--- src/rtl/custom_ip_serializer_if.sv ---
// Pair handshake from the formatter plus the nibble line toward the deserializer.
// The serializer is the slave: it consumes pairs and drives the line.
`timescale 1ns/1ps
interface custom_ip_serializer_if;
  logic [7:0] c_even_data;
  logic [7:0] c_odd_data;
  logic       pair_valid;
  logic       pair_frame_start;
  logic       pair_ready;
  logic [3:0] data_out;
  logic       data_out_valid;
  logic       tx_frame_start;
  logic       tx_frame_end;
  logic       drop_pulse;

  modport master (
    output c_even_data, c_odd_data, pair_valid, pair_frame_start,
    input  pair_ready, data_out, data_out_valid, tx_frame_start, tx_frame_end, drop_pulse
  );

  modport slave (
    input  c_even_data, c_odd_data, pair_valid, pair_frame_start,
    output pair_ready, data_out, data_out_valid, tx_frame_start, tx_frame_end, drop_pulse
  );
endinterface

--- src/rtl/custom_ip_serializer.sv ---
// Frames even/odd byte pairs onto a 4-bit line: 16-bit sync header, then
// FRAME_GROUPS groups of 4 nibbles, fed through a one-entry holding buffer.
`timescale 1ns/1ps
module custom_ip_serializer #(
  parameter int         FRAME_GROUPS = 324,
  parameter logic [15:0] SYNC_WORD   = 16'hA5C3,
  parameter logic [3:0]  IDLE_NIBBLE = 4'h0
) (
  input  logic              clk_75mhz,
  input  logic              rst_n,
  input  logic              enable,
  custom_ip_serializer_if.slave pair_if
);

  localparam int GW = (FRAME_GROUPS > 1) ? $clog2(FRAME_GROUPS) : 1;
  localparam logic [GW-1:0] LAST_GROUP = GW'(FRAME_GROUPS - 1);

  typedef enum logic [1:0] {S_IDLE, S_SYNC, S_DATA, S_UNDERRUN} state_t;

  state_t        state;
  logic          buf_valid;
  logic          buf_sof;
  logic [15:0]   buf_data;
  logic [15:0]   shreg;
  logic [1:0]    nib;
  logic [GW-1:0] grp;

  logic          unload;
  logic          drop;
  logic          accept;
  logic [3:0]    sync_nib;

  always_comb begin
    // NOTE: every always_comb output gets a default first, so no path can infer a latch.
    unload   = 1'b0;
    drop     = 1'b0;
    sync_nib = SYNC_WORD[15:12];
    case (nib)
      2'd0:    sync_nib = SYNC_WORD[15:12];
      2'd1:    sync_nib = SYNC_WORD[11:8];
      2'd2:    sync_nib = SYNC_WORD[7:4];
      default: sync_nib = SYNC_WORD[3:0];
    endcase
    if (enable) begin
      case (state)
        S_IDLE: begin
          unload = buf_valid && buf_sof;
          drop   = buf_valid && !buf_sof;
        end
        // Mid-frame any pair continues the frame; after the last group only a sof pair chains.
        S_DATA:     if (nib == 2'd3) unload = buf_valid && ((grp != LAST_GROUP) || buf_sof);
        S_UNDERRUN: unload = buf_valid;
        default:    ;
      endcase
    end
  end

  // A drop frees the buffer just like an unload, so either lets a new pair in.
  assign pair_if.pair_ready = rst_n && enable && (!buf_valid || unload || drop);
  assign accept             = pair_if.pair_valid && pair_if.pair_ready;

  always_ff @(posedge clk_75mhz or negedge rst_n) begin
    if (!rst_n) begin
      // NOTE: datapath registers are reset too; they are few and it keeps the line X-free.
      state                  <= S_IDLE;
      buf_valid              <= 1'b0;
      buf_sof                <= 1'b0;
      buf_data               <= '0;
      shreg                  <= '0;
      nib                    <= '0;
      grp                    <= '0;
      pair_if.data_out       <= IDLE_NIBBLE;
      pair_if.data_out_valid <= 1'b0;
      pair_if.tx_frame_start <= 1'b0;
      pair_if.tx_frame_end   <= 1'b0;
      pair_if.drop_pulse     <= 1'b0;
    end else begin
      // NOTE: non-blocking assignments only, so every register sees pre-edge values.
      if (accept) begin
        buf_valid <= 1'b1;
        buf_sof   <= pair_if.pair_frame_start;
        buf_data  <= {pair_if.c_even_data, pair_if.c_odd_data};
      end else if (unload || drop) begin
        buf_valid <= 1'b0;
      end

      pair_if.data_out       <= IDLE_NIBBLE;
      pair_if.data_out_valid <= 1'b0;
      pair_if.tx_frame_start <= 1'b0;
      pair_if.tx_frame_end   <= 1'b0;
      pair_if.drop_pulse     <= 1'b0;

      if (enable) begin
        case (state)
          S_IDLE: begin
            pair_if.drop_pulse <= drop;
            if (unload) begin
              shreg <= buf_data;
              nib   <= '0;
              state <= S_SYNC;
            end
          end
          S_SYNC: begin
            pair_if.data_out       <= sync_nib;
            pair_if.data_out_valid <= 1'b1;
            pair_if.tx_frame_start <= (nib == 2'd0);
            nib                    <= nib + 2'd1;
            if (nib == 2'd3) begin
              grp   <= '0;
              state <= S_DATA;
            end
          end
          S_DATA: begin
            pair_if.data_out       <= shreg[15:12];
            pair_if.data_out_valid <= 1'b1;
            shreg                  <= {shreg[11:0], 4'h0};
            nib                    <= nib + 2'd1;
            if (nib == 2'd3) begin
              if (grp != LAST_GROUP) begin
                if (unload) begin
                  shreg <= buf_data;
                  grp   <= grp + 1'b1;
                end else begin
                  state <= S_UNDERRUN;
                end
              end else begin
                pair_if.tx_frame_end <= 1'b1;
                if (unload) begin
                  shreg <= buf_data;
                  state <= S_SYNC;
                end else begin
                  state <= S_IDLE;
                end
              end
            end
          end
          S_UNDERRUN: begin
            if (unload) begin
              shreg <= buf_data;
              grp   <= grp + 1'b1;
              nib   <= '0;
              state <= S_DATA;
            end
          end
          default: state <= S_IDLE;
        endcase
      end
    end
  end

endmodule

--- src/flat_wrapper.sv ---
// flat-port wrapper written by rule: the top's interface ports become plain ports
module custom_ip_serializer_flat 
#(
  parameter int         FRAME_GROUPS = 324,
  parameter logic [15:0] SYNC_WORD   = 16'hA5C3,
  parameter logic [3:0]  IDLE_NIBBLE = 4'h0
)
  (clk_75mhz, rst_n, enable, pair_if_c_even_data, pair_if_c_odd_data, pair_if_pair_valid, pair_if_pair_frame_start, pair_if_pair_ready, pair_if_data_out, pair_if_data_out_valid, pair_if_tx_frame_start, pair_if_tx_frame_end, pair_if_drop_pulse);
  custom_ip_serializer_if pair_if_i ();
  input  logic clk_75mhz;
  input  logic rst_n;
  input  logic enable;
  input wire logic [$bits(pair_if_i.c_even_data)-1:0] pair_if_c_even_data;
  input wire logic [$bits(pair_if_i.c_odd_data)-1:0] pair_if_c_odd_data;
  input wire logic [$bits(pair_if_i.pair_valid)-1:0] pair_if_pair_valid;
  input wire logic [$bits(pair_if_i.pair_frame_start)-1:0] pair_if_pair_frame_start;
  output wire logic [$bits(pair_if_i.pair_ready)-1:0] pair_if_pair_ready;
  output wire logic [$bits(pair_if_i.data_out)-1:0] pair_if_data_out;
  output wire logic [$bits(pair_if_i.data_out_valid)-1:0] pair_if_data_out_valid;
  output wire logic [$bits(pair_if_i.tx_frame_start)-1:0] pair_if_tx_frame_start;
  output wire logic [$bits(pair_if_i.tx_frame_end)-1:0] pair_if_tx_frame_end;
  output wire logic [$bits(pair_if_i.drop_pulse)-1:0] pair_if_drop_pulse;
  assign pair_if_i.c_even_data = pair_if_c_even_data;
  assign pair_if_i.c_odd_data = pair_if_c_odd_data;
  assign pair_if_i.pair_valid = pair_if_pair_valid;
  assign pair_if_i.pair_frame_start = pair_if_pair_frame_start;
  assign pair_if_pair_ready = pair_if_i.pair_ready;
  assign pair_if_data_out = pair_if_i.data_out;
  assign pair_if_data_out_valid = pair_if_i.data_out_valid;
  assign pair_if_tx_frame_start = pair_if_i.tx_frame_start;
  assign pair_if_tx_frame_end = pair_if_i.tx_frame_end;
  assign pair_if_drop_pulse = pair_if_i.drop_pulse;
  custom_ip_serializer #(.FRAME_GROUPS(FRAME_GROUPS), .SYNC_WORD(SYNC_WORD), .IDLE_NIBBLE(IDLE_NIBBLE)) u_core (.clk_75mhz(clk_75mhz), .rst_n(rst_n), .enable(enable), .pair_if(pair_if_i));
endmodule
--- config.mk ---
export PLATFORM = sky130hd
export DESIGN_NAME = custom_ip_serializer_flat
export DESIGN_NICKNAME = d
export VERILOG_FILES = /design/src/rtl/custom_ip_serializer_if.sv /design/src/rtl/custom_ip_serializer.sv /design/src/flat_wrapper.sv
export SDC_FILE = /design/constraint.sdc
export NUM_CORES = 1
export LEC_CHECK = 0
export BUFFER_PORTS_ARGS = -buffer_cell sky130_fd_sc_hd__buf_2
export CAP_MARGIN = 0
export CORE_ASPECT_RATIO = 1.75
export CORE_UTILIZATION = 57
export CTS_CLUSTER_SIZE = 28
export DETAILED_ROUTE_END_ITERATION = 10
export GPL_TIMING_DRIVEN = 0
export PLACE_DENSITY = 0.88
export SKIP_LAST_GASP = 1
export SYNTH_ARGS = -nofsm -noshare
export SYNTH_HDL_FRONTEND = slang
export SYNTH_SLANG_ARGS = --single-unit
--- constraint.sdc ---
create_clock -name clk_75mhz -period 5.4 [get_ports clk_75mhz]
set_clock_uncertainty 0.05 [all_clocks]
set_input_delay 1.08 -clock clk_75mhz [delete_from_list [all_inputs] [get_ports clk_75mhz]]
set_output_delay 1.08 -clock clk_75mhz [all_outputs]
set_load 0.01 [all_outputs]
==> flow_metrics.tcl <==
set metrics [dict create \
    syn_avg_cell_area_um2 12.1 \
    critPathRequiredTime_ns 4.27 \
    nNetsFinal 297 \
    synth_edf_count 0 \
    synth_top_area_share_pct 49.3 \
    drtIter0Drc 38 \
    drive_gt1_share_pct 34.5 \
    die_area_um2 5190 \
    syn-cell-area_um2 2790 \
    die_height_um 94.6 \
    placedCellCount 312 \
    clk_latency_ns 0.31 \
    fill_cells 340 \
    place.gp.congestion 0.842 \
    placed_area_um2 3000 \
    endpoint_kind "output pin" \
    ant_nets 0 \
    final_cells 319 \
    die_w_um 54.9 \
    synth.yosys.seq_area_share_pct 49.3 \
    cts_made_buffers 5 \
    setup_viol 0 \
    syn_to_final_growth_pct 11.3 \
    first_global_vias 1900 \
    p_per_area_nw_per_um2 564 \
    cts_repair_resize_count 0 \
    cts_root_buffer "clkbuf_8" \
    p_leak_nw 1.48 \
    synth_flop_cell "dfrtp_1" \
    tritoncts "done" \
    dp_hpwl_um 3850 \
    wl_per_cell_um 16.9 \
    final_cell_area_um2 3110 \
    worstPathCellList "ha_1 > or4bb_1 > nor4_4 > or2_1 > buf_6 > buf_6 > a31oi_1 > buf_2" \
    port_buffers 29 \
    clkTransAtPathRegs_ns 0.09 \
    cts_setup_buffers 0 \
    drt_first_pass_iters 4 \
    yosysUniqueCellTypes 48 \
    slew_viol_final 0 \
    crit_type "reg2out" \
    arrival_ns 2.64 \
    fin_crit_sh_pct 69.7 \
    hold_viol 0 \
    drc_errors 0 \
    setup_tns_ns 0 \
    synthCells 231 \
    crit_top_cell "buf_6" \
    clock-sinks 55 \
    async_flop_share_pct 100 \
    crit_slowest_cell "or4bb_1" \
    grt_pass1_wl_um 8700 \
    max_slew_margin_pct 19.9 \
    timing.max_cap.violations 0 \
    rows 33 \
    crit_fanout 10 \
    holdBufCountCts 0 \
    start_kind "flop" \
    vias 1867 \
    antenna_found_initial 0 \
    ys_ff_latch 55 \
    hold_class "reg2reg" \
    cts.path.max_buffers 2 \
    status "finished, final reports clean" \
    coreArea_um2 4710 \
    synth_nets 261 \
    io_pins 30 \
    vdd_ir_drop_max_uv 418 \
    worst_pin_slew_ns 1.20 \
    initial_core_util_pct 59.3 \
    reg2reg_slack_ns 2.43 \
    final_util_pct 66.1 \
    synth_top_cell_by_area "dfrtp_1" \
    overflow 0 \
    max_clock_freq_ghz 0.266 \
    htree_levels 2 \
    grt_max_degree 58 \
    cp_slowest_stage_delay_ns 0.56 \
    yosys-top-cells-area "dfrtp_1, mux2_2, mux2_4, ha_1, inv_1" \
    wirelength_um 5400 \
    power.total_mw 1.75 \
    vias_per_cell 5.85 \
    finalCriticalPeriod_ns 3.77 \
    rsz0062_at_grt "no" \
    grtUsageTotal_pct 23.1 \
    ys_warn_count 0 \
    n_antenna_cell 0 \
]
==> path summary, 6_finish.rpt <==
kind,from,endpoint,depth (start not counted)
max,u_core.grp[0]$_DFFE_PN0P_,pair_if_pair_ready,8
min,u_core.buf_data[0]$_DFFE_PN0P_,u_core.buf_data[0]$_DFFE_PN0P_,1
max reg2reg,u_core.grp[0]$_DFFE_PN0P_,u_core.shreg[15]$_DFFE_PN0P_,8
min reg2reg,u_core.buf_data[0]$_DFFE_PN0P_,u_core.buf_data[0]$_DFFE_PN0P_,1
max in group asynchronous,rst_n,u_core.buf_sof$_DFFE_PN0P_,1
min in group asynchronous,rst_n,u_core.buf_data[10]$_DFFE_PN0P_,1
==> through the flow <==
step	hold slack, ns	setup WS (ns)
6_report	0.464	1.63
5_1_grt	0.481	1.46
4_1_cts	0.464	1.65
3_5_place_dp	0.443	1.70
3_3_place_gp	0.434	1.71
2_1_floorplan	0.425	2.02
==> synthesized netlist by cell type (2+ instances only) <==
cell       n
nor2b_1    2
and3_1     3
clkbuf_1   2
nor3_1     4
nand2b_1   2
inv_1     16
o31ai_1    2
a21oi_1    5
mux2_4    10
o211ai_1   2
and4_1     2
or4_1      2
nor2_1    15
xnor2_1    4
nor4_1     2
o21ai_0    5
nand2_1   11
a21o_1     3
nand3_1    6
dfrtp_1   55
buf_6      5
ha_1       9
a22oi_1    2
nand4_1    3
mux2_2    35
a311oi_1   2
==> layout make-up <==
class                      instances  area [um2]  share of cell area (%)
clock buffer                       5        68.8                    2.21
inverter                          16        60.1                    1.93
sequential                        55        1380                    44.3
tap                               52        65.1                    2.09
clock inverter                     2        37.5                    1.21
multi-input combinational        150        1280                    41.0
buffer                            10        80.1                    2.58
timing repair buffer              29         145                    4.67
==> power breakdown <==
part | switching, mW | total (mW) | internal (mW)
sequential | 0.100 | 0.666 | 0.565
combinational | 0.391 | 0.821 | 0.430
clock | 0.132 | 0.268 | 0.136
total | 0.624 | 1.75 | 1.13
==> layout by cell type (no fill, tap or decap), types with 6 or more instances in the layout <==
cell and count:
inv_1 16, nor2_1 15, buf_2 30, mux2_4 10, ha_1 9, nand2_1 11, dfrtp_1 55, mux2_2 35
nand3_1 6
==> cells by family (layout without fill, tap and decap cells) <==
group / after synthesis / count (layout) / share of synthesized area, %
AOI/OAI and AO/OA: 34 / 34 / 9.32
DFF: 55 / 55 / 49.3
muxes: 46 / 46 / 19.8
and+or+nand+nor: 57 / 57 / 11.2
buffers and inverters: 26 / 62 / 5.02
xor gates and xnor gates: 4 / 4 / 1.25
adders and majority gates: 9 / 9 / 4.03
==> per-layer routing <==
| layer | vias to the layer above | track usage [%] | part of all wire, % |
|---|---|---|---|
| met5 | - | 0 | 0 |
| met1 | 934 | 25.4 | 40 |
| met3 | 6 | 3.38 | 2.7 |
| met4 | 0 | 8.54 | 1.6 |
| met2 | 34 | 42.3 | 56 |
| li1 | 893 | - | - |
==> worst max-delay path: cells and delay by family (launching register included) <==
kind	cells	cell delay, ns
AOI/OAI and AO/OA	1	0.11
DFF	1	0.41
buffers and inverters	3	0.42
adders and majority gates	1	0.25
and+or+nand+nor	3	1.12
==> state kept, by name (all words and copies together), names as in the netlist <==
| register | flops |
|---|---|
| u_core.pair_if.data_out_valid | 1 |
| u_core.shreg | 16 |
| u_core.buf_valid | 1 |
| u_core.pair_if.tx_frame_start | 1 |
| u_core.pair_if.tx_frame_end | 1 |
| u_core.nib | 2 |
| u_core.buf_data | 16 |
| u_core.grp | 9 |
| u_core.pair_if.drop_pulse | 1 |
| u_core.state | 2 |
| u_core.pair_if.data_out | 4 |
| u_core.buf_sof | 1 |
(Power assumes the default switching activity.)
